## config.mk

```make
export PLATFORM = sky130hd
export DESIGN_NAME = mem_lsu_flat
export DESIGN_NICKNAME = d
export VERILOG_FILES = /design/src/rtl/mem_lsu_if.sv /design/src/rtl/mem_lsu.sv /design/src/flat_wrapper.sv
export SDC_FILE = /design/constraint.sdc
export NUM_CORES = 1
export LEC_CHECK = 0
export BUFFER_PORTS_ARGS = -buffer_cell sky130_fd_sc_hd__buf_2
export CAP_MARGIN = 20
export CORE_ASPECT_RATIO = 0.9
export CORE_MARGIN = 8
export CORE_UTILIZATION = 40
export DETAILED_ROUTE_END_ITERATION = 10
export PLACE_DENSITY = 0.7
export SETUP_SLACK_MARGIN = 0.05
export SLEW_MARGIN = 20
export SYNTH_ARGS = -nofsm -noshare
export SYNTH_HDL_FRONTEND = slang
export SYNTH_SLANG_ARGS = --single-unit
```

## constraint.sdc

```tcl
create_clock -name clk -period 6.95 [get_ports clk]
set_clock_uncertainty 0.15 [all_clocks]
set_input_delay 1.39 -clock clk [delete_from_list [all_inputs] [get_ports clk]]
set_output_delay 1.39 -clock clk [all_outputs]
set_load 0.02 [all_outputs]
```

## src/rtl/mem_lsu_if.sv

```systemverilog
// Request, response and memory-side bus of the load/store unit.
// master: execute stage plus memory; slave: the LSU itself.
interface mem_lsu_if;
    logic        req_valid;
    logic        req_ready;
    logic        req_we;
    logic [2:0]  req_funct3;
    logic [31:0] req_addr;
    logic [31:0] req_wdata;
    logic        rsp_valid;
    logic [31:0] rsp_rdata;
    logic        rsp_fault_misalign;
    logic        rsp_fault_timeout;
    logic [31:0] mem_addr;
    logic [31:0] mem_wdata;
    logic [3:0]  mem_wmask;
    logic        mem_wstrobe;
    logic        mem_rstrobe;
    logic [31:0] mem_rdata;
    logic        mem_done;

    modport master (
        output req_valid, req_we, req_funct3, req_addr, req_wdata,
        output mem_rdata, mem_done,
        input  req_ready, rsp_valid, rsp_rdata,
        input  rsp_fault_misalign, rsp_fault_timeout,
        input  mem_addr, mem_wdata, mem_wmask, mem_wstrobe, mem_rstrobe
    );

    modport slave (
        input  req_valid, req_we, req_funct3, req_addr, req_wdata,
        input  mem_rdata, mem_done,
        output req_ready, rsp_valid, rsp_rdata,
        output rsp_fault_misalign, rsp_fault_timeout,
        output mem_addr, mem_wdata, mem_wmask, mem_wstrobe, mem_rstrobe
    );
endinterface

```

## src/rtl/mem_lsu.sv

```systemverilog
// Byte/half/word load-store unit for a word-wide synchronous memory.
// Define LSU_MISALIGN_CHECK_EN to fault misaligned accesses without touching memory.
module mem_lsu #(
    parameter int WAIT_TIMEOUT = 16
) (
    input logic      clk,
    input logic      rst,
    mem_lsu_if.slave bus
);
    typedef enum logic [1:0] {IDLE, ISSUE, WAIT, RESP} state_e;

    localparam int CW = (WAIT_TIMEOUT > 1) ? $clog2(WAIT_TIMEOUT) : 1;
`ifdef LSU_MISALIGN_CHECK_EN
    localparam bit MIS_EN = 1'b1;
`else
    localparam bit MIS_EN = 1'b0;
`endif

    state_e        state_q;
    logic          we_q;
    logic [2:0]    f3_q;
    logic [1:0]    off_q;
    logic [CW-1:0] cnt_q;
    logic [31:0]   addr_q;
    logic [31:0]   wdata_q;
    logic [3:0]    wmask_q;
    logic          wstb_q;
    logic          rstb_q;
    logic          ready_q;
    logic          rvalid_q;
    logic [31:0]   rdata_q;
    logic          fmis_q;
    logic          fto_q;

    logic [1:0]    off_d;
    logic [3:0]    wmask_d;
    logic [31:0]   wdata_d;
    logic          mis_d;
    logic [31:0]   sh_d;
    logic [31:0]   ldata_d;

    // Halves use lanes {a[1],0} and words lane 0 even when misaligned.
    always_comb begin
        off_d   = 2'b00;
        wmask_d = 4'b1111;
        wdata_d = bus.req_wdata;
        mis_d   = 1'b0;
        unique case (bus.req_funct3[1:0])
            2'b00: begin
                off_d   = bus.req_addr[1:0];
                wmask_d = 4'b0001 << bus.req_addr[1:0];
                wdata_d = {4{bus.req_wdata[7:0]}};
            end
            2'b01: begin
                off_d   = {bus.req_addr[1], 1'b0};
                wmask_d = 4'b0011 << {bus.req_addr[1], 1'b0};
                wdata_d = {2{bus.req_wdata[15:0]}};
                mis_d   = bus.req_addr[0];
            end
            default: begin
                mis_d   = |bus.req_addr[1:0];
            end
        endcase
    end

    always_comb begin
        sh_d    = bus.mem_rdata >> {off_q, 3'b000};
        ldata_d = sh_d;
        unique case (f3_q[1:0])
            2'b00:   ldata_d = {{24{~f3_q[2] & sh_d[7]}}, sh_d[7:0]};
            2'b01:   ldata_d = {{16{~f3_q[2] & sh_d[15]}}, sh_d[15:0]};
            default: ldata_d = sh_d;
        endcase
    end

    always_ff @(posedge clk or posedge rst) begin
        if (rst) begin
            state_q  <= IDLE;
            we_q     <= 1'b0;
            f3_q     <= 3'b000;
            off_q    <= 2'b00;
            cnt_q    <= '0;
            addr_q   <= '0;
            wdata_q  <= '0;
            wmask_q  <= '0;
            wstb_q   <= 1'b0;
            rstb_q   <= 1'b0;
            ready_q  <= 1'b1;
            rvalid_q <= 1'b0;
            rdata_q  <= '0;
            fmis_q   <= 1'b0;
            fto_q    <= 1'b0;
        end else begin
            wstb_q   <= 1'b0;
            rstb_q   <= 1'b0;
            rvalid_q <= 1'b0;
            unique case (state_q)
                IDLE: begin
                    if (bus.req_valid) begin
                        ready_q <= 1'b0;
                        we_q    <= bus.req_we;
                        f3_q    <= bus.req_funct3;
                        off_q   <= off_d;
                        if (MIS_EN && mis_d) begin
                            state_q  <= RESP;
                            rvalid_q <= 1'b1;
                            rdata_q  <= '0;
                            fmis_q   <= 1'b1;
                            fto_q    <= 1'b0;
                        end else begin
                            state_q <= ISSUE;
                            addr_q  <= {bus.req_addr[31:2], 2'b00};
                            wdata_q <= bus.req_we ? wdata_d : '0;
                            wmask_q <= bus.req_we ? wmask_d : 4'b0000;
                            wstb_q  <= bus.req_we;
                            rstb_q  <= ~bus.req_we;
                        end
                    end
                end
                ISSUE: begin
                    state_q <= WAIT;
                    cnt_q   <= '0;
                end
                WAIT: begin
                    if (bus.mem_done) begin
                        state_q  <= RESP;
                        rvalid_q <= 1'b1;
                        rdata_q  <= we_q ? '0 : ldata_d;
                        fmis_q   <= 1'b0;
                        fto_q    <= 1'b0;
                    end else if (WAIT_TIMEOUT != 0 &&
                                 cnt_q == CW'(WAIT_TIMEOUT - 1)) begin
                        state_q  <= RESP;
                        rvalid_q <= 1'b1;
                        rdata_q  <= '0;
                        fmis_q   <= 1'b0;
                        fto_q    <= 1'b1;
                    end else begin
                        cnt_q <= cnt_q + CW'(1);
                    end
                end
                RESP: begin
                    state_q <= IDLE;
                    ready_q <= 1'b1;
                end
            endcase
        end
    end

    assign bus.req_ready          = ready_q;
    assign bus.rsp_valid          = rvalid_q;
    assign bus.rsp_rdata          = rdata_q;
    assign bus.rsp_fault_misalign = MIS_EN ? fmis_q : 1'b0;
    assign bus.rsp_fault_timeout  = fto_q;
    assign bus.mem_addr           = addr_q;
    assign bus.mem_wdata          = wdata_q;
    assign bus.mem_wmask          = wmask_q;
    assign bus.mem_wstrobe        = wstb_q;
    assign bus.mem_rstrobe        = rstb_q;
endmodule

```

## src/flat_wrapper.sv

```systemverilog
// flat-port wrapper written by rule: the top's interface ports become plain ports
module mem_lsu_flat 
#(
    parameter int WAIT_TIMEOUT = 16
)
  (clk, rst, bus_req_valid, bus_req_we, bus_req_funct3, bus_req_addr, bus_req_wdata, bus_mem_rdata, bus_mem_done, bus_req_ready, bus_rsp_valid, bus_rsp_rdata, bus_rsp_fault_misalign, bus_rsp_fault_timeout, bus_mem_addr, bus_mem_wdata, bus_mem_wmask, bus_mem_wstrobe, bus_mem_rstrobe);
  mem_lsu_if bus_i ();
  input logic clk;
  input logic rst;
  input wire logic [$bits(bus_i.req_valid)-1:0] bus_req_valid;
  input wire logic [$bits(bus_i.req_we)-1:0] bus_req_we;
  input wire logic [$bits(bus_i.req_funct3)-1:0] bus_req_funct3;
  input wire logic [$bits(bus_i.req_addr)-1:0] bus_req_addr;
  input wire logic [$bits(bus_i.req_wdata)-1:0] bus_req_wdata;
  input wire logic [$bits(bus_i.mem_rdata)-1:0] bus_mem_rdata;
  input wire logic [$bits(bus_i.mem_done)-1:0] bus_mem_done;
  output wire logic [$bits(bus_i.req_ready)-1:0] bus_req_ready;
  output wire logic [$bits(bus_i.rsp_valid)-1:0] bus_rsp_valid;
  output wire logic [$bits(bus_i.rsp_rdata)-1:0] bus_rsp_rdata;
  output wire logic [$bits(bus_i.rsp_fault_misalign)-1:0] bus_rsp_fault_misalign;
  output wire logic [$bits(bus_i.rsp_fault_timeout)-1:0] bus_rsp_fault_timeout;
  output wire logic [$bits(bus_i.mem_addr)-1:0] bus_mem_addr;
  output wire logic [$bits(bus_i.mem_wdata)-1:0] bus_mem_wdata;
  output wire logic [$bits(bus_i.mem_wmask)-1:0] bus_mem_wmask;
  output wire logic [$bits(bus_i.mem_wstrobe)-1:0] bus_mem_wstrobe;
  output wire logic [$bits(bus_i.mem_rstrobe)-1:0] bus_mem_rstrobe;
  assign bus_i.req_valid = bus_req_valid;
  assign bus_i.req_we = bus_req_we;
  assign bus_i.req_funct3 = bus_req_funct3;
  assign bus_i.req_addr = bus_req_addr;
  assign bus_i.req_wdata = bus_req_wdata;
  assign bus_i.mem_rdata = bus_mem_rdata;
  assign bus_i.mem_done = bus_mem_done;
  assign bus_req_ready = bus_i.req_ready;
  assign bus_rsp_valid = bus_i.rsp_valid;
  assign bus_rsp_rdata = bus_i.rsp_rdata;
  assign bus_rsp_fault_misalign = bus_i.rsp_fault_misalign;
  assign bus_rsp_fault_timeout = bus_i.rsp_fault_timeout;
  assign bus_mem_addr = bus_i.mem_addr;
  assign bus_mem_wdata = bus_i.mem_wdata;
  assign bus_mem_wmask = bus_i.mem_wmask;
  assign bus_mem_wstrobe = bus_i.mem_wstrobe;
  assign bus_mem_rstrobe = bus_i.mem_rstrobe;
  mem_lsu #(.WAIT_TIMEOUT(WAIT_TIMEOUT)) u_core (.clk(clk), .rst(rst), .bus(bus_i));
endmodule
```

Word-level counts from Yosys, hierarchy flattened --
Index checks and enable logic that the tools add are counted.
Operators by class: $add $sub $neg 1, $mul 0, div/mod/pow operators 0, magnitude comparators 0, equality and inequality tests 10, shift operators 3, multiplexer cells 27, bitwise gates (word level) 4, reduce and logical (&&, ||, !) cells 11
Operators with widths (number):
- 32-bit two-way mux | 4
- 32-bit one-hot mux with 2 select lines | 2
- 32-bit by 5-bit >> shifter with 32-bit output | 1
- 4-bit one-hot mux with 2 select lines | 2
- 4-bit two-way mux | 3
- 1-bit two-way mux | 10
- 2-bit one-hot mux with 4 select lines | 1
- 2-bit AND reduction | 4
- 2-bit by 1-bit == test with 1-bit output, second input constant | 3
- 2-bit logical NOT | 3
- 2-bit two-way mux | 3
- 2-bit inequality test, second input constant | 3
- 2-bit nonzero test | 3
- 4-bit by 1-bit adder with 4-bit output, second input constant | 1
- 2-bit == test, second input constant | 2
- 4-bit == test, second input constant | 1
- 2-bit one-hot mux with 2 select lines | 1
- 1-bit by 2-bit << shifter with 4-bit output, first input constant | 1
- 2-bit by 2-bit << shifter with 4-bit output, first input constant | 1
- 3-bit by 2-bit inequality test with 1-bit output, second input constant | 1
- 3-bit AND reduction | 1
- 1-bit AND | 2
- 1-bit inverter | 2
- 1-bit one-hot mux with 2 select lines | 1
Storage, ports and cells: bits in registers 115, bits in latches 0, RAM bits 0, bits in read-only memories 0, bits of input ports 104, memories 0

Logic depth before layout (Yosys ltp) --
Gate-level depths: netlist of the first run.
depth in word-level cells 5, depth in mapped cells 7

Least setup slack after synthesis of the first run --
Ideal clock, no wire load.
path type input port to flip-flop, start point input port bus_mem_rdata[31], end point register u_core.rdata_q[10] (netlist: u_core.bus.rsp_rdata[10]), arrival time 2343 ps, data required time 6678 ps, path slack 4335 ps, stages 3, buffers on the path 0, cell sequence mux4_2 a21o_1 a32o_1
On the way: cells in the longest elaborated chain, start to end 5
RTL lines:
- from (decl) | line flat_wrapper.sv:15 | input wire logic [$bits(bus_i.mem_rdata)-1:0] bus_mem_rdata;
- 32-bit by 5-bit >> shifter with 32-bit output | line mem_lsu.sv:67 | sh_d = bus.mem_rdata >> {off_q, 3'b000};
- 1-bit AND | line mem_lsu.sv:70 | 2'b00: ldata_d = {{24{~f3_q[2] & sh_d[7]}}, sh_d[7:0]};
- 32-bit one-hot mux with 2 select lines | line mem_lsu.sv:69 | unique case (f3_q[1:0])
- 32-bit two-way mux | line mem_lsu.sv:128 | rdata_q <= we_q ? '0 : ldata_d;
- 32-bit two-way mux | line mem_lsu.sv:125 | if (bus.mem_done) begin
- to (signal assigned) | line mem_lsu.sv:128
- to (decl) | line mem_lsu.sv:31 | logic [31:0] rdata_q;
Every way passes these cells. A chain may end at the register's enable or synchronous reset.

Final worst setup path of the first run --
start point input port bus_mem_done, end point register u_core.rdata_q[30] (netlist: u_core.bus.rsp_rdata[30])
On the way: cells in the longest elaborated chain, start to end 2, elaborated cells between the ends (all ways) 3
RTL lines:
- from (decl) | line flat_wrapper.sv:16 | input wire logic [$bits(bus_i.mem_done)-1:0] bus_mem_done;
- 2-bit nonzero test (no source line)
- 2-bit AND reduction (no source line)
Parallel ways exist; a longest one is shown, timed or not.

==> impl.org, run 1 <==
** Outcome
- The flow ran to the end, and the final reports show no timing, DRC or antenna violations.

** Critical path
- Launching element type of the critical path :: input port
- STA puts the critical path data required time at 7110 ps.
- Critical path endpoint category :: register
- The worst register-to-register path has a depth of 5.
- Arrival time at the worst endpoint :: 3040 ps
- Crit-path max FO :: 20
- The worst setup path is of the in -> reg kind.
- For flop-to-flop paths, the worst setup slack is 4150 ps.
- FF-to-FF Start :: u_core.state_q[0]
- End of the worst register-to-register path :: u_core.bus.rsp_rdata[30]

** CTS
- The H-tree generated during clock tree synthesis spans 4 levels.
- Total of hold buffers inserted after clock tree synthesis :: 0
- Clock latency on the worst-skew pair, taken at its later pin, is 410 ps.
- CTS tree :: built
- Root buf cell :: clkbuf_16
- After clock tree synthesis, the setup repair step added 0 buffers.
- CTS sink count :: 115
- Maximum buffer depth of the clock tree :: 2
- Post-CTS resize count :: 0
- CTS clock-pin slew for the worst setup and hold paths :: 50 ps
- Clock tree synthesis inserted a total of 17 buffers.

** Floorplanning
- During I/O placement, the number of pins put on the boundary was 210.
- The floorplan step defined a die boundary enclosing 17600 sq um.
- Starting Density :: 40.9%
- Height of the chip :: 127 um
- Die W :: between 100 and 150 um
- Core footprint :: ~13000 sq um
- After floorplanning, the core was divided into 40 placement rows.

** Timing
- In the finished design, the share of the clock period the worst path needs comes to 41.4%.
- Final hold analysis gives a worst-case slack of 321 ps.
- Highest attainable clock frequency :: 0.347 GHz
- Number of max-slew violations in the final report :: 0
- Worst rel slew slack :: 45.2%
- After routing, the total negative slack on setup checks comes to 0 ps.
- At the pin with the least slew margin, the transition time is ~820 ps.
- Slack of the critical path :: 4070 ps
- Final Hold Viols :: 0
- Setup repair after global routing left no endpoint under its margin.
- Setup violators final :: 0
- Minimum clock period :: 2880 ps

** Synth
- Post-synthesis async set-or-reset flop share :: 100%
- Leading cell types by count after synthesis :: 114 x dfrtp_1, 69 x nand2_1, 44 x mux2_2, 43 x o21ai_0, 35 x mux2i_1
- Commonest register cell after synthesis :: dfrtp_1
- Count leader, synth :: dfrtp_1
- The portion of synthesized area spent on multiplexers is between 10% and 20%.
- Post-synthesis instance area :: 5440 sq um
- Yosys warning total :: 0
- After synthesis, the largest area contributor takes up about 52% of total cell area.
- Share of synthesized area occupied by flip-flops and latches :: 52.9%
- After technology mapping, the gate count stands at between 400 and 500.
- Adder-Cell Fraction of Synth Area :: 1.38%
- After synthesis, the largest family of logic cells by area is multiplexers.
- A synthesized cell averages ~11 sq um.
- Biggest area contributors in the synthesized netlist :: dfrtp_1 52%, mux2_2 9.1%, mux2i_1 6.4%
- Summing the areas of all and, or, nand and nor instances in the mapped netlist gives 10.3% of the synthesized area.
- Yosys mapped the design onto 44 distinct sky130hd cell types.
- Synth Area in Compound Gates :: 14.5%
- Synth area leader :: dfrtp_1
- In this run, synthesis inferred 0 flip-flops with an integrated enable.
- Number of synthesized register bits :: ~120
- Xor/xnor cell area share of the yosys netlist :: less than 1%

** Placed design
- Instance area after placement :: ~6500 sq um
- Minimum setup slack after placement :: 3690 ps
- Number of buffers inserted by port buffering :: a little over 200
- The HPWL after detailed placement is approximately 12000 um.
- Routability-driven placement finished with a final weighted congestion of 0.848.

** Detailed routing
- For this block, the initial DRC count from the detailed router was 260.
- Drt total wl :: 16300 um
- Count of vias placed by the detailed router :: 4589
- Once detail routing completed, the nets flagged for antenna violations numbered 0.
- The first TritonRoute pass finished after 4 iterations.
- DRC viols :: 0
- Dividing the detail-routed wire length by the instance count gives about 19 um.
- Using the TritonRoute via totals, the vias-per-cell ratio works out to 5.35.

** Cells and area
- The post-route netlist has 42.5% of its cells at a drive strength greater than 1.
- Final #Nets :: between 700 and 800
- Antenna diode instance count :: 0
- Summing all non-filler instances in the final layout gives an area of 7210 sq um.
- Relative to the synthesized area, the layout overhead comes to 32.4%.

** Global routing
- The via count of the first global-routing pass is 5029.
- Global routing finished with a remaining overflow of 0.
- Global routing used roughly a fifth of the available tracks.
- Entering global routing, the biggest net connects about 100 pins.
- Number of antenna violations at the first check in global routing :: 0
- First-pass GRT wire length :: about 26000 um

** Hold path
- Hold Path Cell Cnt :: 2
- Class of the worst hold path :: reg -> reg
- The startpoint identified for the worst hold timing path is u_core.we_q.
- For hold timing, the worst endpoint is u_core.we_q.

** Flow run
- Max-cap violations in this run came to 0.

** Power and ir drop
- For this design the ratio of total power to cell area is 498 nW/um^2.
- IR analysis of the VDD net gives a maximum drop of 0.000270 V.
- The analysis attributes to cell leakage a power of 3.62 nW.
==> area by class of cell <==
| type | count | area, sq um |
|---|---|---|
| Clock buffer | 24 | 512 |
| Clock inverter | 8 | 145 |
| Fill cell | 1187 | 6100 |
| Inverter | 16 | 62.6 |
| Multi-Input combinational cell | 318 | 2340 |
| Sequential cell | 115 | 2880 |
| Tap cell | 168 | 210 |
| Timing Repair Buffer | 209 | 1050 |
==> metrics by stage <==
| step | total power [W] | cells | utilization (%) |
|---|---|---|---|
| after floorplan | 0.00216 | 488 | - |
| after global placement | 0.00260 | 826 | 49.1 |
| after detailed placement | 0.00266 | 826 | 49.1 |
| after CTS | 0.00363 | 858 | 54.1 |
| after global routing | 0.00381 | 858 | 54.1 |
| final | 0.00359 | 858 | 54.1 |
==> power by group <==
| group | internal (W) | switching, W |
|---|---|---|
| sequential | 0.000977 | 0.000203 |
| combinational | 0.000560 | 0.000897 |
| clock | 0.000656 | 0.000294 |
| total | 0.00219 | 0.00139 |
==> per-layer routing <==
layer | track usage [%] | routed length, um | vias up
li1 | - | - | 2123
met1 | 21.4 | 6720 | 2216
met2 | 29.2 | 7410 | 227
met3 | 9.34 | 1900 | 23
met4 | 7.67 | 248 | 0
met5 | 0 | 0 | -
==> state kept, by name, summed over array words and instances, names as in the netlist <==
| register | count |
|---|---|
| u_core.bus.rsp_rdata | 32 |
| u_core.bus.rsp_valid | 1 |
| u_core.f3_q | 3 |
| u_core.we_q | 1 |
| u_core.off_q | 2 |
| u_core.bus.rsp_fault_timeout | 1 |
| u_core.bus.mem_wmask | 4 |
| u_core.bus.req_ready | 1 |
| u_core.bus.mem_wstrobe | 1 |
| u_core.state_q | 2 |
| u_core.bus.mem_rstrobe | 1 |
| u_core.bus.mem_addr | 30 |
| u_core.bus.mem_wdata | 32 |
| u_core.cnt_q | 4 |
==> critical path, stage by stage <==
cell and delay [ps]:
buf_2 110, and3b_1 630, nand2_1 550, o221ai_1 360
==> placed cells by master (no fill, tap or decap), drive strengths merged, types with 2 or more instances in the layout <==
master and count:
nor2 6, clkinv 3, and3b 2, buf 209, o21ai 43, bufinv 4
mux2 45, conb 3, mux2i 35, a32o 14, nand2 69, o221ai 16
inv 15, and3 2, nand3b 7, nor2b 18, clkbuf 24, o31ai 20
clkinvlp 2, dfrtp 114, ha 6, a21oi 3, o211ai 6, nand2b 3
nand3 4
==> how the worst max path moves through the flow <==
stage	startpoint	endpoint	slack [ps]	depth (start not counted)
global placement	bus_mem_done	u_core.bus.rsp_rdata[26]	3780	4
global route	u_core.state_q[0]	u_core.bus.rsp_rdata[20]	3920	5
floorplan	rst	u_core.bus.mem_addr[10]	2370	1
CTS	bus_mem_done	u_core.bus.rsp_rdata[21]	4130	4
finish	bus_mem_done	u_core.bus.rsp_rdata[30]	4070	4
detailed placement	bus_mem_done	u_core.bus.rsp_rdata[29]	3690	4
==> cell families after synthesis <==
kind of cell / Yosys count
xor gates and xnor gates: 1
other: 1
buffers and inverters: 55
AOI/OAI and AO/OA: 110
adders and majority gates: 6
and+or+nand+nor: 117
DFF: 115
muxes: 81
Note: power is estimated with default switching activity, not from simulation.
==> inputs of run 2 (changes only) <==
Settings changed: ABC_AREA set to 1, PLACE_DENSITY 0.7 to 0.69.
Clock period 6.95 ns to 2.7 ns, I/O delays scaled along.
==> run 2 against run 1 <==
Wire length grew 8.5%. Largest power group unchanged. Register-to-register slack lost 3500 ps. Area after synthesis grew 1.4%. Power grew 150%. Critical endpoint is now u_core.bus.mem_addr[18]. Via count grew 17%. Synthesized cell count grew 43%. Hold slack lost 170 ps. Combinational power grew to 2.6 times the previous value. Flip-flop and latch count is the same. Global-route usage grew 1.2 points. Die area grew 1.2%.
==> impl.org, run 2 <==
** CTS
- CTS HTree Levels :: 4 (unchanged)
- Clock latency of the later-clocked register in the worst-skew pair :: 420 ps (about the same)
- Post-CTS resize count :: 0 (unchanged)
- The total clock sinks came to 115 (unchanged).
- TritonCTS built the clock tree.
- CTS Buf Count :: 17 (unchanged)
- Setup fix buffers added after clock tree synthesis :: 0 (unchanged)
- The clock edge transition at the registers on the reported setup and hold paths came to 50 ps (about the same).
- In this run the clock root is driven by a clkbuf_16.
- Maximum buffer depth of the clock tree :: 2 (unchanged)

** Synth
- Yosys warning total :: 0 (unchanged)
- The async set-or-reset flop fraction in the synthesized netlist is 100% (unchanged).
- The distinct cell type count after synthesis is 31 (-30%).
- The mean area per synthesized cell came to 7.94 sq um (-29%).
- Leading cell types by count after synthesis :: 340 x nand2_1, 114 x dfrtp_1, 35 x o21ai_0, 31 x inv_1, 27 x nand3_1
- Among all cell types in the netlist, the one instantiated most often is nand2_1.
- After synthesis, the cell types taking the most area are dfrtp_1 52%, nand2_1 23%, o21ai_0 3.2%.
- Summed over all instances, the cell type with the most area after synthesis is dfrtp_1.
- The fraction of post-synthesis cell area in the top cell type by area came to 51.7% (-0.72 points).
- The synthesized netlist cell count was 695 (+43%).
- Share of synthesized area occupied by flip-flops and latches :: 52.2% (-0.73 points)
- Post-synthesis instance area :: 5520 sq um (+1.4%)
- For this run, the leading register cell type out of synthesis is dfrtp_1.
- EDFF count, synth :: 0 (unchanged)
- The register bit count reported by yosys came to 115 (unchanged).

** Timing
- Dividing the final minimum period by the clock period gives 76.8%.
- Slew at the pin closest to its max-slew limit :: 971 ps (+149 ps)
- Highest attainable clock frequency :: 0.482 GHz
- The final-report hold violation count was 0 (unchanged).
- Setup violators final :: 0 (unchanged)
- The headroom to the max-slew limit was 35.2% (-10 points).
- Minimum clock period :: 2070 ps
- TNS Setup :: 0 ps (unchanged)
- Setup repair after global routing left no endpoint under its margin.
- The final number of max-transition violations is 0 (unchanged).

** Cells and area
- The utilization after layout was 53.8% (-0.33 points).
- Fraction of final layout cells with drive strength greater than 1 :: 29.1% (-13 points)
- Antenna diode instance count :: 0 (unchanged)
- Leaving out fill and tap cells, the most frequent cell in the layout is nand2_1.
- Commonest cells after routing, fill and taps aside :: 339 x nand2_1, 206 x buf_2, 114 x dfrtp_1, 35 x o21ai_0, 30 x inv_1
- Final #Nets :: 1002 (+27%)
- The fill cell total of the finished layout was 1314 (+11%).
- Compared with the post-synthesis result, the final layout area differs by 30.8%.

** Floorplanning
- Die outline area :: 17800 sq um (+1.2%)
- The initial core utilization came to 41.2% (+0.26 points).
- The area of the core came to 13400 sq um (+0.75%).
- The floorplan die height came to 127 um (+0.61%).
- The width of the die came to 140 um (+0.62%).
- The row count came to 40 (unchanged).
- Number of I/O pins :: 210 (unchanged)

** Detailed routing
- The number of DRC markers in iteration 0 was 413 (+59%).
- The routed length on met1 was 7630 um (+14%).
- The total met2 wirelength after detailed routing is 7780 um (+4.9%).
- DRC viols :: 0 (unchanged)
- Post-detailed-route count of antenna-violating nets :: 0 (unchanged)
- The iteration count of the initial detailed-routing pass was 5 (+1).
- The detailed route wirelength on metal3 was 2010 um (+5.8%).
- The routed length per placed instance came to 16.5 um (-13%).
- The total vias in the final route is 5353 (+17%).
- Per-cell via count in the routed design :: 4.99 (-6.7%)
- The aggregate routed wire length is 17700 um (+8.5%).
- Routed signal wires occupy layers up through met5.

** Critical path
- The arrival time at the worst endpoint is 2270 ps (-770 ps).
- Register-to-register setup slack :: 630 ps (-3520 ps)
- Kind of critical path :: reg -> reg
- The worst register-to-register path begins at u_core.state_q[0].
- The highest fanout seen on the critical path was 31 (+55%).
- Worst EP required :: 2890 ps (-4220 ps)
- In this run the worst setup path begins at u_core.state_q[0].
- STA classifies the critical path endpoint as a register.
- Launching element type of the critical path :: register

** Power and ir drop
- Worst voltage drop across the vdd grid :: 0.000605 V (+120%)
- The final total power was 0.00897 W (+150%).
- Pwr/cell area :: 1240 nW/um^2 (+150%)
- Leakage :: 4.20 nW (+16%)

** Global routing
- The via count of the first global-routing pass was 5296 (+5.3%).
- First-pass GRT wire length :: 28100 um (+7.9%)
- The maximum number of pins on one net before global-route repair was 69 (-33%).
- Residual overflow from global routing :: 0 (unchanged)
- GR Util All Layers :: 19.8% (+1.2 points)
- Number of antenna violations at the first check in global routing :: 1 (+1)

** Flow run
- Maxcap violations :: 0 (unchanged)

** Outcome
- The flow ran to the end, and the final reports show no timing, DRC or antenna violations.

** Placed design
- The number of buffers added on ports is 206 (unchanged).
- Global placement routability congestion :: 0.815 (-3.9%)
- The placed wire-length estimate is 12700 um (+6.5%).

** Hold path
- The min-delay analysis places its worst path in the category in -> reg.
- Startpoint of the tightest hold check path :: bus_req_we
run 2: area by class of cell:
class                   count  area, sq um  share of cell area [%]
multi-input cells         506         2280                    31.5
clock buffers              21          450                    6.24
well taps                 168          210                    2.91
flip-flops and latches    115         2880                    39.9
repair buffers            216         1120                    15.5
inverters                  36          146                    2.03
clock inverters            11          135                    1.87
run 2: kinds of logic after synthesis:
logic type | Yosys count | synth area share (%)
fa+ha+maj | 6 | 1.36
flops | 115 | 52.2
buf+inv | 76 | 6.80
simple gates | 399 | 29.5
compound gates | 98 | 10.1
other cells | 1 | 0.0679
run 2: critical path: stages, from the launching register on:
cell and delay (ps):
dfrtp_1 410, inv_1 120, ha_1 200, nand2_2 130
inv_1 730, nand2_1 140, nand2_1 110
run 2: repair_timing:
action / 4_1_cts / 5_1_grt
endpoints found under the setup margin: 0 / 0
hold buffers: 1 / 0
endpoints found under the hold margin: 13 / 0
run 2: path summary, 6_finish.rpt:
kind / cells past startpoint / end
max: 6 / u_core.bus.mem_addr[18]
min: 2 / u_core.bus.mem_rstrobe
max reg2reg: 6 / u_core.bus.mem_addr[18]
min reg2reg: 2 / u_core.bus.rsp_rdata[0]
max in group asynchronous: 4 / u_core.bus.mem_addr[8]
min in group asynchronous: 3 / u_core.bus.rsp_rdata[30]
run 2: through the flow:
| stage | setup WS, ps | std cells | instance area [sq um] | hold WS, ps |
|---|---|---|---|---|
| 2_1_floorplan | 611 | 697 | 5530 | 303 |
| 3_3_place_gp | 646 | 1040 | 6620 | 308 |
| 3_5_place_dp | 580 | 1040 | 6620 | 312 |
| 4_1_cts | 555 | 1073 | 7220 | 123 |
| 5_1_grt | 427 | 1073 | 7220 | 139 |
| 6_report | 625 | 1073 | 7220 | 150 |
run 2: metal layers:
| metal | vias up | track usage [%] |
|---|---|---|
| li1 | 2589 | - |
| met1 | 2493 | 24.3 |
| met2 | 246 | 29.7 |
| met3 | 23 | 9.90 |
| met4 | 2 | 6.82 |
| met5 | - | 0 |
run 2: power breakdown:
group          switching, W  internal, W
combinational       0.00260      0.00119
sequential         0.000477      0.00247
clock              0.000775      0.00146
